### config.mk
export PLATFORM = sky130hd
export DESIGN_NAME = clk_gate_ctrl
export DESIGN_NICKNAME = d
export VERILOG_FILES = /design/src/rtl/clk_gate_ctrl.sv
export SDC_FILE = /design/constraint.sdc
export NUM_CORES = 1
export LEC_CHECK = 0
export CAP_MARGIN = 20
export CORE_ASPECT_RATIO = 1.75
export CORE_MARGIN = 4
export CORE_UTILIZATION = 55
export DETAILED_ROUTE_END_ITERATION = 12
export HOLD_SLACK_MARGIN = 0.12
export PLACE_DENSITY = 0.76
export SLEW_MARGIN = 20
export SYNTH_ARGS = -nofsm -noshare
export SYNTH_HDL_FRONTEND = slang
export SYNTH_SLANG_ARGS = --single-unit
### constraint.sdc
create_clock -name clk_i -period 3.9 [get_ports clk_i]
set_clock_uncertainty 0.1 [all_clocks]
set_input_delay 1.17 -clock clk_i [delete_from_list [all_inputs] [get_ports clk_i]]
set_output_delay 1.17 -clock clk_i [all_outputs]
set_load 0.005 [all_outputs]
### src/rtl/clk_gate_ctrl.sv
// Per-channel automatic clock-gating controller driving clk_icg enables.
// Optional feature: define CLK_GATE_CTRL_STAT_EN for per-channel gated-cycle statistics.
module clk_gate_ctrl #(
  parameter int CH_NUM     = 4,
  parameter int IDLE_WIDTH = 8,
  parameter int WAKE_CYC   = 2
) (
  input  logic                  clk_i,
  input  logic                  rst_n_i,
  input  logic                  en_i,
  input  logic [IDLE_WIDTH-1:0] idle_thr_i,
  input  logic [CH_NUM-1:0]     busy_i,
  input  logic [CH_NUM-1:0]     wake_req_i,
  input  logic [CH_NUM-1:0]     force_on_i,
`ifdef CLK_GATE_CTRL_STAT_EN
  input  logic                  stat_clr_i,
  input  logic [((CH_NUM > 1) ? $clog2(CH_NUM) : 1)-1:0] stat_sel_i,
  output logic [31:0]           stat_cnt_o,
`endif
  output logic [CH_NUM-1:0]     gate_en_o,
  output logic [CH_NUM-1:0]     ready_o,
  output logic [CH_NUM-1:0]     gated_o
);

  localparam int WCNT_W = $clog2(WAKE_CYC + 1);
  localparam logic [WCNT_W-1:0] WAKE_LAST = WCNT_W'(WAKE_CYC - 1);

  // State encoding is {gate_en, ready, gated}, so outputs are the state flops themselves.
  localparam logic [2:0] ST_RUN   = 3'b110;
  localparam logic [2:0] ST_GATED = 3'b001;
  localparam logic [2:0] ST_WAKE  = 3'b100;

  logic              thr_zero;
  logic [CH_NUM-1:0] hold;

  assign thr_zero = (idle_thr_i == '0);
  assign hold     = {CH_NUM{~en_i | thr_zero}} | busy_i | wake_req_i | force_on_i;

`ifdef CLK_GATE_CTRL_STAT_EN
  logic [31:0] stat_arr [CH_NUM];
`endif

  for (genvar c = 0; c < CH_NUM; c++) begin : g_ch
    logic [2:0]            st_q;
    logic [IDLE_WIDTH-1:0] cnt_q;
    logic [WCNT_W-1:0]     wcnt_q;
    logic [IDLE_WIDTH:0]   cnt_inc;

    // One extra bit so cnt+1 cannot wrap before the >= compare.
    assign cnt_inc = {1'b0, cnt_q} + (IDLE_WIDTH + 1)'(1);

    // NOTE: sequential state uses non-blocking assignments so every channel samples pre-edge values.
    always_ff @(posedge clk_i or negedge rst_n_i) begin
      if (!rst_n_i) begin
        st_q   <= ST_RUN;
        cnt_q  <= '0;
        wcnt_q <= '0;
      end else begin
        case (st_q)
          ST_RUN: begin
            if (hold[c]) begin
              cnt_q <= '0;
            end else if (cnt_inc >= {1'b0, idle_thr_i}) begin
              st_q  <= ST_GATED;
              cnt_q <= '0;
            end else begin
              cnt_q <= cnt_inc[IDLE_WIDTH-1:0];
            end
          end
          ST_GATED: begin
            if (hold[c]) begin
              st_q   <= ST_WAKE;
              wcnt_q <= '0;
            end
          end
          ST_WAKE: begin
            // Settling window runs to completion regardless of inputs.
            if (wcnt_q == WAKE_LAST) begin
              st_q  <= ST_RUN;
              cnt_q <= '0;
            end else begin
              wcnt_q <= wcnt_q + WCNT_W'(1);
            end
          end
          default: begin
            st_q  <= ST_RUN;
            cnt_q <= '0;
          end
        endcase
      end
    end

    assign gate_en_o[c] = st_q[2];
    assign ready_o[c]   = st_q[1];
    assign gated_o[c]   = st_q[0];

`ifdef CLK_GATE_CTRL_STAT_EN
    logic [31:0] stat_q;

    always_ff @(posedge clk_i or negedge rst_n_i) begin
      if (!rst_n_i) begin
        stat_q <= '0;
      end else if (stat_clr_i) begin
        stat_q <= '0;
      end else if (st_q == ST_GATED && stat_q != '1) begin
        stat_q <= stat_q + 32'd1;
      end
    end

    assign stat_arr[c] = stat_q;
`endif
  end

`ifdef CLK_GATE_CTRL_STAT_EN
  // NOTE: every variable written in always_comb gets a default first, so no latch is inferred.
  always_comb begin
    stat_cnt_o = '0;
    for (int i = 0; i < CH_NUM; i++) begin
      if (int'(stat_sel_i) == i) stat_cnt_o = stat_arr[i];
    end
  end
`endif

endmodule

### Word-level counts from Yosys, hierarchy flattened

Index checks and enable logic that the tools add are counted.

| operators by class | value |
|---|---|
| add/subtract/negate cells | 8 |
| bitwise operators | 9 |
| eq/ne operators | 36 |
| mux-type cells | 48 |
| magnitude comparators | 4 |
| reduce and logical (&&, ||, !) cells | 17 |

Operators with widths:

| operator | count |
|---|---|
| 8-bit two-way mux | 12 |
| 8-bit case mux with 3 select lines | 4 |
| 3-bit two-way mux | 16 |
| 2-bit inequality test (second input constant) | 20 |
| 8-bit by 1-bit adder with 9-bit output (second input constant) | 4 |
| 9-bit by 8-bit >= comparator with 1-bit output | 4 |
| 3-bit case mux with 3 select lines | 4 |
| 3-bit == test (second input constant) | 8 |
| 2-bit two-way mux | 8 |
| 2-bit case mux with 2 select lines | 4 |
| 4-bit AND reduction | 4 |
| 3-bit by 1-bit == test with 1-bit output (second input constant) | 4 |
| 4-bit bitwise OR | 3 |
| 3-bit AND reduction | 4 |
| 2-bit by 1-bit adder with 2-bit output (second input constant) | 4 |
| 2-bit by 1-bit == test with 1-bit output (second input constant) | 4 |
| 8-bit zero test | 1 |
| 2-bit AND reduction | 4 |
| 2-bit nonzero test | 4 |
| 1-bit inverter | 5 |
| 1-bit bitwise OR | 1 |

| storage, ports and cells | value |
|---|---|
| input port bits | 23 |
| bits in registers | 52 |
| output and inout port bits | 12 |
| word-level logic and storage cells | 134 |

### Depth between registers and ports, before layout

Gate-level depths: netlist (run 1).

| depth | value |
|---|---|
| word-level depth | 7 |
| mapped depth | 11 |
| gate-level depth less buffers | 11 |

### Worst setup path after synthesis (run 1)

No wires, ideal clock.

| timing | value |
|---|---|
| path type | input-to-reg |
| start point | in idle_thr_i[6] |
| end point | reg g_ch[1].cnt_q[2] |
| stages on the path | 8 |
| data arrival time | 2.854 ns |
| library setup time | 0.065 ns |
| setup slack | 0.881 ns |
| data required time | 3.735 ns |
| cell sequence | inv_1 > ha_1 > and4_1 > a211o_1 > a311oi_2 > nand3_1 > nor3b_1 > a211o_1 |

| between the ends | value |
|---|---|
| word-level cells in the longest chain between the ends | 7 |
| elaborated cells between the ends (all ways) | 9 |

RTL lines:

| element | RTL line | source |
|---|---|---|
| from (decl) | 11 | `input logic [IDLE_WIDTH-1:0] idle_thr_i,` |
| branches (longest 5 deep; another with 9-bit by 8-bit >= comparator with 1-bit output) | - |  |
| 8-bit two-way mux (*) | 61 | `if (hold[c]) begin` |
| 8-bit case mux with 3 select lines (*) | 59 | `case (st_q)` |
| to (signal assigned) | 67 | `cnt_q <= cnt_inc[IDLE_WIDTH-1:0];` |
| to (decl) | 45 | `logic [IDLE_WIDTH-1:0] cnt_q;` |

Mark *: on every way between the ends.
A chain may end at the register's enable or synchronous reset.

### Worst setup path after layout (run 1)

| timing | value |
|---|---|
| start point | in idle_thr_i[7] |
| end point | reg g_ch[1].cnt_q[2] |

Same word-level chain as after synthesis.

==> results of run 1 <==
[cell families (layout without fill, tap and decap cells)]
group	after synthesis	in the layout	synth area share, %
and+or+nand+nor	165	165	24.7
AOI/OAI and AO/OA	89	89	16.3
DFF	52	52	37.2
adders and majority gates	40	40	14.2
buffers and inverters	23	68	2.48
xor gates and xnor gates	17	17	4.22
muxes	3	3	0.922
[cells in the final DEF (no fill, tap or decap), types with 7 or more instances in the layout]
master / instances
a21o_1: 8
a21oi_1: 31
buf_4: 7
clkdlybuf4s50_1: 33
dfrtp_1: 44
dfstp_2: 8
ha_1: 40
inv_1: 20
nand2_1: 54
nand2b_1: 14
nand3_1: 25
nand4_1: 9
nor2_1: 16
nor3_1: 10
o21ai_0: 20
xnor2_1: 10
xor2_1: 7
[worst reg2reg max path, cell delays in order (launching register included)]
cell	delay [ns]
dfrtp_1	0.43
ha_1	0.29
nand2_1	0.11
or3_1	0.33
nand2_1	0.08
ha_1	0.23
and4_1	0.22
a211o_1	0.30
a311oi_2	0.22
nand3_1	0.25
nor3b_1	0.28
a211o_1	0.12
[sequential cells by signal, summed over array words and instances (netlist names)]
register,cells
g_ch.st_q,12
g_ch.cnt_q,32
g_ch.wcnt_q,8
[routing by layer]
metal	wire length, um	global-route usage [%]	up-vias
met4	152	8.90	0
met2	4280	39.8	71
met5	0	0	-
met1	3040	23.7	1444
met3	298	3.55	13
li1	-	-	1501
[final timing paths]
path                                  start                 to  slack [ns]  depth (start not counted)
max                           idle_thr_i[7]   g_ch[1].cnt_q[2]        0.59                          9
min                         g_ch[3].st_q[0]  g_ch[3].wcnt_q[0]        0.41                          1
max reg2reg                g_ch[1].cnt_q[0]   g_ch[1].cnt_q[2]        0.89                         11
min reg2reg                 g_ch[3].st_q[0]  g_ch[3].wcnt_q[0]        0.41                          1
max in group asynchronous           rst_n_i    g_ch[0].st_q[1]        2.13                          2
min in group asynchronous           rst_n_i  g_ch[3].wcnt_q[1]        0.75                          1
[stage by stage]
stage	setup WS (ns)	total power, mW
finish	0.592	1.30
CTS	0.599	1.31
floorplan	0.881	0.879
detailed placement	0.281	1.02
global route	0.472	1.40
global placement	0.365	1.00
[cell type report]
class	instances	area (um2)
clock buffer	6	72.6
clock inverter	1	5.00
fill	521	2150
inverter	20	75.1
multi-input combinational	314	2130
sequential	52	1310
tap	80	100
timing repair buffer	41	388
[power groups by stage]
stage | combinational [mW] | clock [mW] | sequential (mW)
after floorplan | 0.245 | 0 | 0.634
after global placement | 0.348 | 0 | 0.654
after detailed placement | 0.364 | 0 | 0.657
after CTS | 0.367 | 0.300 | 0.646
after global routing | 0.416 | 0.326 | 0.655
final | 0.360 | 0.294 | 0.645
==> impl_metrics.env, run 1 <==
export IMPL_status="complete, no violations"
export IMPL_critPathKind="in -> reg"
export IMPL_max_freq_ghz=0.302
export IMPL_synthCells=389
export IMPL_rows=38
export IMPL_drcViolationCount=0
export IMPL_design_area_um2=4080
export IMPL_p_clk_share_pct=22.6
export IMPL_netlist_top_cells_count="nand2_1, dfrtp_1, ha_1"
export IMPL_end_kind="flip-flop"
export IMPL_seq_area_frac_synth_pct=37.2
export IMPL_cts_tree="done"
export IMPL_ys_types=49
export IMPL_crit_family="simple AND/OR/NAND/NOR gates"
export IMPL_htreeDepth=2
export IMPL_crit_path_start_kind="input port"
export IMPL_cp_max_fo=6
export IMPL_drt_pass1_iterations=4
export IMPL_routabilityCongestion=0.859
export IMPL_hpwl_um=6200
export IMPL_syn_nets=452
export IMPL_antenna_found_initial=0
export IMPL_cp_data_arrival_time_ns=3.45
export IMPL_p_sw_mw=0.411
export IMPL_num_antenna_cells=0
export IMPL_track_usage_pct=21.8
export IMPL_slowest_stage="clkdlybuf4s50_1"
export IMPL_setup_viol=0
export IMPL_drv_slew=0
export IMPL_die_w_um=68.5
export IMPL_syn_cell_area_um2=3530
export IMPL_synth_most_common_cell="nand2_1"
export IMPL_internal_power_mw=0.890
export IMPL_ys_top_cells_by_area="dfrtp_1, ha_1, dfstp_2"
export IMPL_wire_per_inst_um=15.1
export IMPL_rsz0062_at_grt="false"
export IMPL_worstMarginPinSlew_ns=0.696
export IMPL_core_um2=6230
export IMPL_antenna_left=0
export IMPL_clk_latency_ns=0.31
export IMPL_p_comb_share_pct=27.7
export IMPL_critPathMaxStageDelay_ns=0.51
export IMPL_cts_sinks=52
export IMPL_timing_setup_tns_ns=0
export IMPL_grt_pass1_vias=3079
export IMPL_cts_setup_buffers=0
export IMPL_final_min_clock_period_ns=3.31
export IMPL_synth_edff_count=0
export IMPL_ir_drop_v=0.000274
export IMPL_min_period_over_period_pct=84.8
export IMPL_path_clk_slew_ns=0.09
export IMPL_port_buffers=34
export IMPL_drtIter0Drc=166
export IMPL_crit_chain="clkdlybuf4s50_1 -> inv_1 -> ha_1 -> and4_1 -> a211o_1 -> a311oi_2 -> nand3_1 -> nor3b_1 -> a211o_1"
export IMPL_yosysWarnings=0
export IMPL_cts_root_buf="clkbuf_8"
export IMPL_cts_hold_buffers=0
export IMPL_ys_ff_latch=52
export IMPL_area_growth_pct=15.7
export IMPL_drt_total_wl_um=7760
export IMPL_placed_cell_area_um2=4000
export IMPL_io_pins=35
export IMPL_slew_headroom_pct=53.4
export IMPL_synth_top_area_cell="dfrtp_1"
export IMPL_grt_max_degree=28
export IMPL_cp_common_cell="a211o_1"
export IMPL_p_leak_nw=2.01
export IMPL_pwr_density_cell_nw_per_um2=319
export IMPL_grt_ovfl_total=0
export IMPL_numCtsBuffers=5
export IMPL_syn_avg_cell_area_um2=9.07
export IMPL_start_util_pct=56.6
export IMPL_die_h_um=114
export IMPL_grt_pass1_wl_um=13200
export IMPL_drive_above_1_share_pct=8.29
export IMPL_final_nets=497
export IMPL_dp_cells=507
export IMPL_netlist_area_leader_share_pct=31.2
export IMPL_critPathBufInv=2
export IMPL_vias_per_cell=5.89
export IMPL_cts_buffer_depth=2
export IMPL_synth_flop_cell="dfrtp_1"
export IMPL_final_util_pct=65.5
export IMPL_stdcell_count=514
export IMPL_final_hold_viol_count=0
export IMPL_die_area_um2=7810
export IMPL_route_vias_total=3029
export IMPL_ctsResizeCount=0
export IMPL_hold_ws_ns=0.405
export IMPL_min_delay_path_class="reg -> reg"
export IMPL_required_ns=4.05
export IMPL_cap_violations=0
export IMPL_async_reset_ff_share_pct=100
export IMPL_switching_share_pct=31.6
export IMPL_power_frac_seq_pct=49.6
Note: power is estimated with default switching activity, not from simulation.
==> run 2: changes to the inputs <==
--- a/config.mk
+++ b/config.mk
@@ -8,7 +8,7 @@
 export CAP_MARGIN = 20
 export CORE_ASPECT_RATIO = 1.75
 export CORE_MARGIN = 4
-export CORE_UTILIZATION = 55
+export CORE_UTILIZATION = 52
 export DETAILED_ROUTE_END_ITERATION = 12
 export HOLD_SLACK_MARGIN = 0.12
 export PLACE_DENSITY = 0.76
==> constraint.sdc (replaced) <==
create_clock -name clk_i -period 2.95 [get_ports clk_i]
set_clock_uncertainty 0.1 [all_clocks]
set_input_delay 0.885 -clock clk_i [delete_from_list [all_inputs] [get_ports clk_i]]
set_output_delay 0.885 -clock clk_i [all_outputs]
set_load 0.005 [all_outputs]
==> run 2 against run 1 <==
  * Total power is 53% higher
  * Critical endpoint unchanged
  * Die area is 5.2% higher
  * Critical path type unchanged
  * Final cell count is 5.1% higher
==> impl_metrics.env, run 2 (synthesis gave the netlist of run 1 again) <==
export IMPL_reg_largest_list="g_ch.cnt_q (32), g_ch.st_q (12), g_ch.wcnt_q (8)"
export IMPL_vias_per_cell=5.79
export IMPL_r2r_start="g_ch[1].cnt_q[0]"
export IMPL_setup_viol=0
export IMPL_seqCellArea_um2=1320
export IMPL_cp_common_cell="a211o_1"
export IMPL_fin_ws_ns=0.110
export IMPL_reg2reg_to="g_ch[1].cnt_q[2]"
export IMPL_grt_pass1_vias=3152
export IMPL_drt_total_wl_um=8370
export IMPL_holdPathStages=1
export IMPL_critPathKind="in -> reg"
export IMPL_drtIter0Drc=175
export IMPL_cts_root_buf="clkbuf_16"
export IMPL_port_buffers=34
export IMPL_regMostFlops="g_ch.cnt_q"
export IMPL_cp_data_arrival_time_ns=2.98
export IMPL_min_delay_path_class="reg -> reg"
export IMPL_status="complete, no violations"
export IMPL_ir_drop_v=0.000433
export IMPL_route_vias_total=3127
export IMPL_die_w_um=70.3
export IMPL_crit_chain="clkdlybuf4s50_1 -> inv_1 -> ha_1 -> and4_1 -> a211o_1 -> a311oi_4 -> nand3_4 -> nor3b_2 -> a211o_1"
export IMPL_crit_path_start_kind="input port"
export IMPL_numCtsBuffers=5
export IMPL_routabilityCongestion=0.867
export IMPL_largest_register_ffs=32
export IMPL_grt_max_degree=28
export IMPL_antenna_found_initial=0
export IMPL_antenna_left=0
export IMPL_cts_sinks=52
export IMPL_final_common_cell="nand2_1"
export IMPL_pwr_density_cell_nw_per_um2=446
export IMPL_hold_start="g_ch[3].st_q[0]"
export IMPL_core_um2=6590
export IMPL_clk_latency_ns=0.30
export IMPL_min_period_over_period_pct=96.3
export IMPL_wire_per_inst_um=15.5
export IMPL_fillers=523
export IMPL_die_h_um=117
export IMPL_final_min_clock_period_ns=2.84
export IMPL_critPathMaxStageDelay_ns=0.48
export IMPL_num_antenna_cells=0
export IMPL_track_usage_pct=21.4
export IMPL_slew_headroom_pct=51.7
export IMPL_grt_pass1_wl_um=14200
export IMPL_hpwl_um=6290
export IMPL_drcViolationCount=0
export IMPL_multi_input_area_um2=2230
export IMPL_area_growth_pct=26.1
export IMPL_worstMarginPinSlew_ns=0.725
export IMPL_ff2ff_setup_slack_ns=0.12
export IMPL_dp_slack_ns=-0.340
export IMPL_slowest_stage="clkdlybuf4s50_1"
export IMPL_final_cell_mix="nand2_1, dfrtp_1, ha_1, a21oi_1, clkdlybuf4s50_1"
export IMPL_cap_violations=0
export IMPL_htreeDepth=2
export IMPL_cts_tree="done"
export IMPL_reg2regPathDepth=11
export IMPL_drv_slew=0
export IMPL_end_kind="flip-flop"
export IMPL_final_util_pct=67.5
export IMPL_min_to="g_ch[3].wcnt_q[0]"
export IMPL_max_freq_ghz=0.352
export IMPL_drive_above_1_share_pct=17.0
export IMPL_drt_pass1_iterations=4
export IMPL_final_hold_viol_count=0
export IMPL_start_util_pct=53.5
export IMPL_cts_buffer_depth=2
export IMPL_final_nets=520
export IMPL_grt_ovfl_total=0
export IMPL_io_pins=35
export IMPL_path_clk_slew_ns=0.07
export IMPL_required_ns=3.09
export IMPL_die_area_um2=8220
export IMPL_rows=39
export IMPL_cp_max_fo=5
export IMPL_p_leak_nw=2.18
==> run 2: changes by cell type in the layout (fill, tap and decap cells not counted), sizes merged <==
cell / delta
dlymetal6s2s: +2
clkinv: -1
buf: +23
clkbuf: +2
clkdlybuf4s50: -3
dlygate4sd2: +1
==> run 2: layout make-up <==
type / count / share of cell area (%)
Clock buffer: 8 / 3.29
Inverter: 20 / 1.69
Multi-Input combinational cell: 314 / 50.1
Sequential cell: 52 / 29.6
Tap cell: 82 / 2.31
Timing Repair Buffer: 64 / 13.1
==> run 2: how the worst max path moves through the flow <==
stage	slack (ns)	startpoint	cells after the start	to
2_1_floorplan	0.13	g_ch[1].cnt_q[0]	11	g_ch[1].cnt_q[2]
3_3_place_gp	-0.31	idle_thr_i[6]	9	g_ch[1].cnt_q[2]
3_5_place_dp	-0.34	idle_thr_i[6]	9	g_ch[1].cnt_q[2]
4_1_cts	0.03	idle_thr_i[5]	9	g_ch[1].cnt_q[2]
5_1_grt	-0.06	g_ch[1].cnt_q[4]	10	g_ch[1].cnt_q[2]
6_report	0.11	idle_thr_i[5]	9	g_ch[1].cnt_q[2]
==> run 2: repair_timing <==
item,in CTS,in global routing
endpoints found under the setup margin,1,26
gates cloned,0,0
setup buffers,1,1
resized for setup,6,25
pin swaps,8,5
hold buffers,0,0
==> run 2: report_power, final <==
part	internal [mW]	switching, mW
Combinational	0.262	0.266
Clock	0.339	0.260
Sequential	0.790	0.0666
Total	1.39	0.592
==> run 2: stage by stage <==
step | std cells | hold slack, ns | total power [mW] | cell area, um2 | setup TNS, ns
final | 540 | 0.387 | 1.98 | 4450 | 0
after global routing | 540 | 0.413 | 2.11 | 4450 | -0.140
after CTS | 539 | 0.392 | 1.99 | 4350 | 0
after detailed placement | 530 | 0.382 | 1.39 | 4180 | -5.29
after global placement | 530 | 0.375 | 1.36 | 4180 | -3.76
after floorplan | 389 | 0.367 | 1.16 | 3530 | 0
==> run 2: metal layers <==
layer	vias to the layer above	wire, um	global-route usage, %
li1	1548	-	-
met1	1506	3290	22.6
met2	58	4640	40.7
met3	15	254	3.85
met4	0	178	9.85
met5	-	0	0
==> run 2: critical path: cells and delay by family <==
| family | cells | cell delay (ns) |
|---|---|---|
| AOI/OAI and AO/OA | 3 | 0.72 |
| buffers and inverters | 2 | 0.54 |
| and+or+nand+nor | 3 | 0.54 |
| adders and majority gates | 1 | 0.28 |
